==> src/rtl/msend_pkg.sv <==
// msend_pkg: shared state encoding and sizing helpers for the serial frame transmitter.
package msend_pkg;

    typedef enum logic [2:0] {IDLE, DATA, CRC, SEP, TAIL} state_t;

    function automatic int nbits(input int dw, input int cw, input int tw);
        return dw + cw + 1 + tw;
    endfunction

    // Width able to hold 0..n-1, never narrower than one bit.
    function automatic int cnt_w(input int n);
        return (n < 2) ? 1 : $clog2(n);
    endfunction

endpackage

==> src/rtl/msend_frame_crc_serial.sv <==
// crc_serial: bit-serial CRC LFSR, one data bit per valid strobe, cleared at frame start.
module crc_serial #(
    parameter int                CRC_W    = 10,
    parameter logic [CRC_W-1:0]  CRC_POLY = 10'h233
) (
    input  logic             clk,
    input  logic             rstn,
    input  logic             clr,
    input  logic             valid,
    input  logic             din,
    output logic [CRC_W-1:0] crc
);

    logic fb;

    assign fb = crc[CRC_W-1] ^ din;

    always_ff @(posedge clk or negedge rstn) begin
        if (!rstn)
            crc <= '0;
        else if (clr)
            crc <= '0;
        else if (valid)
            crc <= {crc[CRC_W-2:0], 1'b0} ^ (fb ? CRC_POLY : '0);
    end

endmodule

==> src/rtl/msend_frame.sv <==
// msend_frame: buffered serial frame sender - data MSB-first, CRC, a zero separator, then idle ones.
module msend_frame
    import msend_pkg::*;
#(
    parameter int               DATA_W   = 24,
    parameter int               CRC_W    = 10,
    parameter logic [CRC_W-1:0] CRC_POLY = 10'h233,
    parameter int               TAIL_W   = 14,
    parameter int               BIT_CLKS = 4
) (
    input  logic              clk,
    input  logic              rstn,
    input  logic              unit_en,
    input  logic              s_valid,
    output logic              s_ready,
    input  logic [DATA_W-1:0] s_data,
    output logic              sending,
    output logic              frame_done,
    output logic              sent
);

    localparam int NBITS = nbits(DATA_W, CRC_W, TAIL_W);
    localparam int BW    = cnt_w(NBITS);
    localparam int PW    = cnt_w(BIT_CLKS);
    localparam int SH_W  = (DATA_W > CRC_W) ? DATA_W : CRC_W;

    state_t            state, state_nx;
    logic              hold_full;
    logic [DATA_W-1:0] hold_data;
    logic [SH_W-1:0]   sh;
    logic [BW-1:0]     bitc;
    logic [PW-1:0]     phase;
    logic [CRC_W-1:0]  crc;
    logic              last_ph, load, dout;

    assign last_ph = phase == PW'(BIT_CLKS - 1);
    assign s_ready = !hold_full;
    assign sending = state != IDLE;
    assign sent    = unit_en & dout;

    always_comb begin
        state_nx   = state;
        dout       = 1'b1;
        frame_done = 1'b0;
        load       = 1'b0;
        case (state)
            IDLE: begin
                state_nx = hold_full ? DATA : IDLE;
                load     = hold_full;
            end
            DATA: begin
                dout = sh[SH_W-1];
                if (last_ph && bitc == BW'(DATA_W - 1)) state_nx = CRC;
            end
            CRC: begin
                dout = sh[SH_W-1];
                if (last_ph && bitc == BW'(DATA_W + CRC_W - 1)) state_nx = SEP;
            end
            SEP: begin
                dout = 1'b0;
                if (last_ph) state_nx = TAIL;
            end
            TAIL: begin
                // Last clock of the frame: chain straight into a held word if there is one.
                if (last_ph && bitc == BW'(NBITS - 1)) begin
                    frame_done = 1'b1;
                    state_nx   = hold_full ? DATA : IDLE;
                    load       = hold_full;
                end
            end
            default: state_nx = IDLE;
        endcase
    end

    always_ff @(posedge clk or negedge rstn) begin
        if (!rstn) state <= IDLE;
        else       state <= state_nx;
    end

    always_ff @(posedge clk or negedge rstn) begin
        if (!rstn) begin
            hold_full <= 1'b0;
            hold_data <= '0;
        end else if (s_valid && !hold_full) begin
            hold_full <= 1'b1;
            hold_data <= s_data;
        end else if (load) begin
            hold_full <= 1'b0;
        end
    end

    always_ff @(posedge clk or negedge rstn) begin
        if (!rstn) begin
            sh    <= '0;
            bitc  <= '0;
            phase <= '0;
        end else if (load) begin
            sh    <= SH_W'(hold_data) << (SH_W - DATA_W);
            bitc  <= '0;
            phase <= '0;
        end else if (state != IDLE) begin
            phase <= last_ph ? '0 : phase + 1'b1;
            if (last_ph) begin
                bitc <= bitc + 1'b1;
                sh   <= (state == DATA && bitc == BW'(DATA_W - 1)) ? SH_W'(crc) << (SH_W - CRC_W) : sh << 1;
            end
        end
    end

    crc_serial #(.CRC_W(CRC_W), .CRC_POLY(CRC_POLY)) u_crc (
        .clk  (clk),
        .rstn (rstn),
        .clr  (load),
        .valid(state == DATA && phase == '0),
        .din  (sh[SH_W-1]),
        .crc  (crc)
    );

endmodule
==> config.mk <==
export PLATFORM = sky130hd
export DESIGN_NAME = msend_frame
export DESIGN_NICKNAME = d
export VERILOG_FILES = /design/src/rtl/msend_pkg.sv /design/src/rtl/msend_frame_crc_serial.sv /design/src/rtl/msend_frame.sv
export SDC_FILE = /design/constraint.sdc
export NUM_CORES = 1
export LEC_CHECK = 0
export ABC_AREA = 1
export CAP_MARGIN = 10
export CORE_ASPECT_RATIO = 0.5
export CORE_UTILIZATION = 35
export CTS_BUF_LIST = sky130_fd_sc_hd__clkbuf_8
export DETAILED_ROUTE_END_ITERATION = 10
export PLACE_DENSITY = 0.57
export RECOVER_POWER = 50
export SLEW_MARGIN = 20
export SYNTH_ARGS = -nofsm -noshare
export SYNTH_HDL_FRONTEND = slang
export SYNTH_SLANG_ARGS = --single-unit
export TNS_END_PERCENT = 20
==> constraint.sdc <==
create_clock -name clk -period 1.55 [get_ports clk]
set_input_delay 0.2325 -clock clk [delete_from_list [all_inputs] [get_ports clk]]
set_output_delay 0.2325 -clock clk [all_outputs]
set_load 0.02 [all_outputs]
---- Word level (Yosys, flattened, before mapping) ----
Cells that the tools add are included.
cells by class
  mux-type cells .......................... 26
  add/sub/neg operators ................... 2
  eq/ne operators ......................... 12
  reduce and logical (&&, ||, !) cells .... 17
  bitwise logic cells ..................... 3
operator list
  operator                                                               number
  24-bit two-way mux                                                     4
  10-bit two-way mux                                                     3
  6-bit two-way mux                                                      3
  3-bit case mux with 5 select lines                                     1
  6-bit equality test, second input constant                             2
  3-bit two-way mux                                                      4
  10-bit XOR                                                             1
  2-bit != test, second input constant                                   4
  2-bit nonzero test                                                     4
  6-bit by 1-bit adder with 6-bit output, second input constant          1
  3-bit by 2-bit equality test with 1-bit output, second input constant  2
  6-bit by 5-bit equality test with 1-bit output, second input constant  1
  1-bit logical AND                                                      6
  1-bit two-way mux                                                      6
  2-bit two-way mux                                                      3
  1-bit case mux with 2 select lines                                     2
  4-bit AND reduction                                                    1
  3-bit by 1-bit equality test with 1-bit output, second input constant  1
  3-bit equality test, second input constant                             1
  3-bit zero test                                                        1
  3-bit nonzero test                                                     1
  2-bit by 1-bit adder with 2-bit output, second input constant          1
  2-bit equality test, second input constant                             1
  2-bit zero test                                                        1
  other kinds (5)                                                        5
storage, ports and cells
  input bits .............................. 28
  word-level logic and storage cells ...... 67
  flip-flop bits (word level) ............. 70
  output and inout bits ................... 4

---- Depth between registers and ports, before layout ----
  depth after elaboration ................. 6
  gate-level depth with buffers ........... 11
  gate-level depth less buffers ........... 11

---- By module ----
Synthesis repeated with hierarchy kept, for this count alone.
unflattened totals
  cell total of the unflattened synthesis .. 456
  area, all modules ....................... 3539.6 µm²
modules (own cells, without submodules)
  module       cells an instance  area an instance (µm²)  seq. area each (µm²)  times used
  msend_frame  400                3059.2                  1501.4                1
  crc_serial   56                 480.5                   250.2                 1

---- Worst setup path after synthesis ----
No wires, ideal clock.
  path kind ............................... reg-to-output
  start ................................... register phase[0]
  end ..................................... output frame_done
  arrival time ............................ 1.340 ns
  setup slack ............................. -0.023 ns
  path buffers ............................ 0
  data required time ...................... 1.317 ns
  stages on the path, launching flop included .. 6
  path through ............................ dfrtp_1 > ha_1 > nand2_2 > nor2_2 > nand2_2 > nor3_1
on the way
  cells in the longest elaborated chain, start to end .. 4
ends and longest elaborated chain
  what                    line                RTL
  from (decl)             msend_frame.sv:32   logic [PW-1:0] phase;
  from (signal assigned)  msend_frame.sv:102  phase <= last_ph ? '0 : phase + 1'b1;
  2-bit equality test     msend_frame.sv:36   assign last_ph = phase == PW'(BIT_CLKS - 1);
  1-bit logical AND       msend_frame.sv:65   if (last_ph && bitc == BW'(NBITS - 1)) begin
  1-bit two-way mux       msend_frame.sv:65
  1-bit two-way mux       msend_frame.sv:46   case (state)
  to (decl)               msend_frame.sv:18   output logic frame_done,
No other way between the ends.

---- Worst setup path in the final report ----
  start ................................... register bitc[1]
  end ..................................... register sh[10]
on the way
  cells in the longest elaborated chain, start to end .. 6
  elaborated cells on any way between the ends .. 13
  classes of those cells .................. eq/ne: 2; mux: 6; reduce/logical: 5
ends and longest elaborated chain
  what                                                                                   line                                   RTL
  from (decl)                                                                            msend_frame.sv:31                      logic [BW-1:0] bitc;
  from (signal assigned)                                                                 msend_frame.sv:104                     bitc <= bitc + 1'b1;
  6-bit equality test or 6-bit by 5-bit equality test with 1-bit output (tied branches)  msend_frame.sv:65, msend_frame.sv:105
  1-bit logical AND, on equally long branches                                            msend_frame.sv:65, msend_frame.sv:105
  1-bit two-way mux or 24-bit two-way mux (tied branches)                                msend_frame.sv:65, msend_frame.sv:105
  1-bit case mux with 2 select lines or 24-bit two-way mux (tied branches)               msend_frame.sv:46, msend_frame.sv:103
  2-bit nonzero test (no line) or 24-bit two-way mux (tied branches)                     n/a
  2-bit AND reduction (no line) or 24-bit two-way mux (tied branches)                    n/a
  to (signal assigned)                                                                   msend_frame.sv:98                      sh <= SH_W'(hold_data) << (SH_W - DATA_W);
  to (signal assigned)                                                                   msend_frame.sv:105                     sh <= (state == DATA && bitc == BW'(DATA_W - 1)) ? SH_W'(crc) << (SH_W - CRC_W) : sh << 1;
  to (decl)                                                                              msend_frame.sv:30                      logic [SH_W-1:0] sh;
Parallel ways exist; a longest one is shown, timed or not. The select of a mux whose other input is x is not followed.
A chain may end at the register's enable or synchronous reset.

==> metrics.cfg <==
[sta]
hold_violations = 0
layout_worst_path_cycle_share_pct = 114
final_period_minus_worst_setup_slack_ns = 1.76
finalMaxSlewViolations = 0
finalSetupViolCount = 33
clock-skew-final_ns = 0.0138
worst_slew_pin_slew_ns = 1.00
tns_ns = -4.64
rsz0062_at_grt = true
final.setup.worst_slack_ns = -0.214
achievable-frequency_mhz = 567
max_slew_margin_pct = 33.3

[grt]
grt_overflow = 0
track_usage_pct = 17.8
grt_start_max_net_pins = 71
global_route_wire_length_before_repair_mm = 14.8
first_global_vias = 2959
antenna_violations_before_repair = 0

[setup_path]
setup.worst_path.start_class = flip-flop
path_class = reg2reg
critical_path_arrival_ns = 2.01
crit_path_end_kind = flip-flop
critical_path_required_ns = 1.80
ff2ff_path_depth = 12
crit-reg2reg-capture = sh[10]
reg2reg_from = bitc[1]
regToRegSetupSlack_ns = -0.21
worstPathMaxFanout = 6

[synthesis]
netlist_top_cells_area = sky130_fd_sc_hd__dfrtp_1, sky130_fd_sc_hd__nand2_1, sky130_fd_sc_hd__nand3_1, sky130_fd_sc_hd__inv_1, sky130_fd_sc_hd__a21oi_1
synth_adder_area_share_pct = 1.73
synth-seq-cells = 70
post_synth_mux_area_share_pct = 0
synth_warnings = 0
xor_xnor_share_of_the_synthesized_area_pct = 1.69
synth.cell_area_um2 = 3620
seq_area_frac_synth_pct = 48.4
synth_nets = 488
synthDominantCellAreaShare_pct = 48.4
synth_simple_gate_area_share_pct = 29.9
post_synthesis_instance_total = 455
synth_largest_area_cell = sky130_fd_sc_hd__dfrtp_1
synth-compound-area-share_pct = 8.30
largest_family_of_logic_cells_by_synthesized_area = simple AND/OR/NAND/NOR gates
syn_area_per_cell_um2 = 7.95
synth.lib_cells_used.distinct = 32

[power_and_ir_drop]
power.density_cell_area_nw_per_um2 = 847
static-leakage-power_uw = 0.00252
power.total_uw = 4220
power.ir.vdd_worst_mv = 0.444

[clocking]
tritoncts = built
clock_tree.root_cell = sky130_fd_sc_hd__clkbuf_8
sinks_on_clock_net = 70
cts_inserted_buffers = 9
clock_latency_ns = 0.37
maximum_clock_insertion_buffer_count = 2
ctsHtreeMaxLevel = 3
clkSlewWorstSetupHoldPaths_ns = 0.08

[placement]
gpl_wtd_cong = 0.790
hpwl_mm = 5.17
post_placement_cell_area_um2 = 4330
buffer_ports.inserted = 31

[job]
cap_violations = 0

[status]
result_of_the_run = finished, violations left
failed_checks = negative setup slack

[layout]
final_design_area_no_fill_um2 = 4980
insertedDiodeCount = 0
n_fill_cell = 931
regArea_um2 = 1750
layout.cells.most_common = sky130_fd_sc_hd__nand2_1
finish.net_count = 571
multi_input_comb_area_um2 = 1740
most-common-layout-cells = sky130_fd_sc_hd__nand2_1, sky130_fd_sc_hd__dfrtp_1, sky130_fd_sc_hd__inv_1, sky130_fd_sc_hd__buf_4, sky130_fd_sc_hd__nand3_1
areaGrowthSynthToFinish_pct = 37.6
final_layout_size_suffix_gt1_share_pct = 27.3

[floorplan]
start_util_pct = 37.2
dieHeight_um = 73.9
i_o_pins = 32
rows = 25
die-area_um2 = 10800
die-width_um = 146
floorplan.core_area_um2 = 9730

[route]
wire_length_after_detailed_routing_mm = 8.81
avgRoutedWirePerCell_um = 13.0
vias = 3092
detail_route.drc_violations = 0
postRouteAntennaNets = 0
initialDrtViolationCount = 204
routed_via_density = 4.56
drt-pass1-iter-count = 4

[hold_path]
holdPathStages = 3
worst_hold_path.endpoint = hold_data[5]
hold_path_startpoint = s_data[5]
hold_wc_path_type = in2reg

==> cells by family (layout without fill, tap and decap cells) <==
family	after synthesis	in the layout
adder cells (fa/ha/maj)	5	5
AO/OA/AOI/OAI	54	54
flip-flops	70	70
XOR/XNOR	7	7
buffers and inverters	75	161
AND/OR/NAND/NOR	244	246
==> registers in the layout, indices dropped and copies added, names as in the netlist <==
register and count:
bitc 6, hold_data 24, hold_full 1, phase 2
sh 24, state 3, u_crc.crc 10
==> synth_stat cells <==
cell,n
sky130_fd_sc_hd__xor2_1,6
sky130_fd_sc_hd__buf_6,7
sky130_fd_sc_hd__o21ai_1,4
sky130_fd_sc_hd__a21oi_1,30
sky130_fd_sc_hd__ha_1,5
sky130_fd_sc_hd__o21ai_0,17
sky130_fd_sc_hd__or2_2,1
sky130_fd_sc_hd__a21oi_4,1
sky130_fd_sc_hd__nor2_4,3
sky130_fd_sc_hd__nor2_1,28
sky130_fd_sc_hd__xnor2_1,1
sky130_fd_sc_hd__nand3_1,55
sky130_fd_sc_hd__nor3b_1,1
sky130_fd_sc_hd__inv_1,49
sky130_fd_sc_hd__nor2_8,1
sky130_fd_sc_hd__a31oi_4,1
sky130_fd_sc_hd__nor2_2,3
sky130_fd_sc_hd__clkbuf_1,3
sky130_fd_sc_hd__inv_6,1
sky130_fd_sc_hd__buf_4,2
sky130_fd_sc_hd__nand2_1,139
sky130_fd_sc_hd__nor3_1,4
sky130_fd_sc_hd__nand2_2,4
sky130_fd_sc_hd__a22oi_1,1
sky130_fd_sc_hd__nand2_4,1
sky130_fd_sc_hd__nand4_1,2
sky130_fd_sc_hd__nand3b_1,1
sky130_fd_sc_hd__buf_2,9
sky130_fd_sc_hd__inv_4,1
sky130_fd_sc_hd__nand3_4,1
sky130_fd_sc_hd__dfrtp_1,70
sky130_fd_sc_hd__inv_2,3
==> stage by stage <==
stage                     instances  utilization [%]  hold WS (ns)  worst slack, ns
final                           678             51.2         0.437           -0.214
after global routing            678             51.2         0.449           -0.308
after CTS                       672             49.5         0.425           -0.245
after detailed placement        642             44.5         0.294           -0.207
after global placement          642             44.5         0.291           -0.182
after floorplan                 455                -       -0.0631           0.0281
==> critical path: stages (launching register included) <==
cell and delay, ns:
sky130_fd_sc_hd__dfrtp_1 0.39, sky130_fd_sc_hd__inv_2 0.09, sky130_fd_sc_hd__ha_4 0.13, sky130_fd_sc_hd__nand2_2 0.04
sky130_fd_sc_hd__nor2_2 0.10, sky130_fd_sc_hd__nand2_2 0.07, sky130_fd_sc_hd__buf_6 0.13, sky130_fd_sc_hd__a21oi_4 0.22
sky130_fd_sc_hd__buf_6 0.17, sky130_fd_sc_hd__clkbuf_16 0.16, sky130_fd_sc_hd__nand2_2 0.05, sky130_fd_sc_hd__nand3_2 0.05
sky130_fd_sc_hd__nand2_1 0.05
==> routing by layer <==
metal	global-route usage (%)	wire length, um	vias up
li1	-	-	1600
met1	25.0	4450	1431
met2	26.3	3830	55
met3	5.34	451	6
met4	5.61	78	0
met5	0	0	-
==> final cells by class <==
cell class | count | share of cell area, %
Clock buffer | 10 | 2.77
Clock inverter | 6 | 1.71
Inverter | 54 | 4.27
Multi-Input combinational cell | 312 | 35.0
Sequential cell | 70 | 35.2
Tap cell | 135 | 3.39
Timing Repair Buffer | 91 | 17.6
==> what timing repair did <==
item | in CTS | in global routing
hold buffers | 1 | 0
gates cloned | 5 | 1
gates resized for setup | 46 | 47
pin swaps | 14 | 17
endpoints found under the setup margin | 40 | 50
setup buffers | 8 | 6
hold endpoints to repair | 70 | 0
==> where the power goes <==
| group | switching, uW | total, uW | internal, uW |
|---|---|---|---|
| clock | 745 | 1690 | 947 |
| combinational | 280 | 447 | 167 |
| sequential | 50.2 | 2080 | 2030 |
| total | 1080 | 4220 | 3140 |
==> worst max path at each step <==
stage	startpoint	endpoint	slack (ns)	depth (start not counted)
2_1_floorplan	state[2]	sent	0.03	4
4_1_cts	state[0]	sh[15]	-0.24	11
3_5_place_dp	state[0]	sent	-0.21	5
6_report	bitc[1]	sh[10]	-0.21	12
5_1_grt	bitc[1]	sh[11]	-0.31	12
3_3_place_gp	bitc[0]	frame_done	-0.18	7
(Power assumes the default switching activity.)
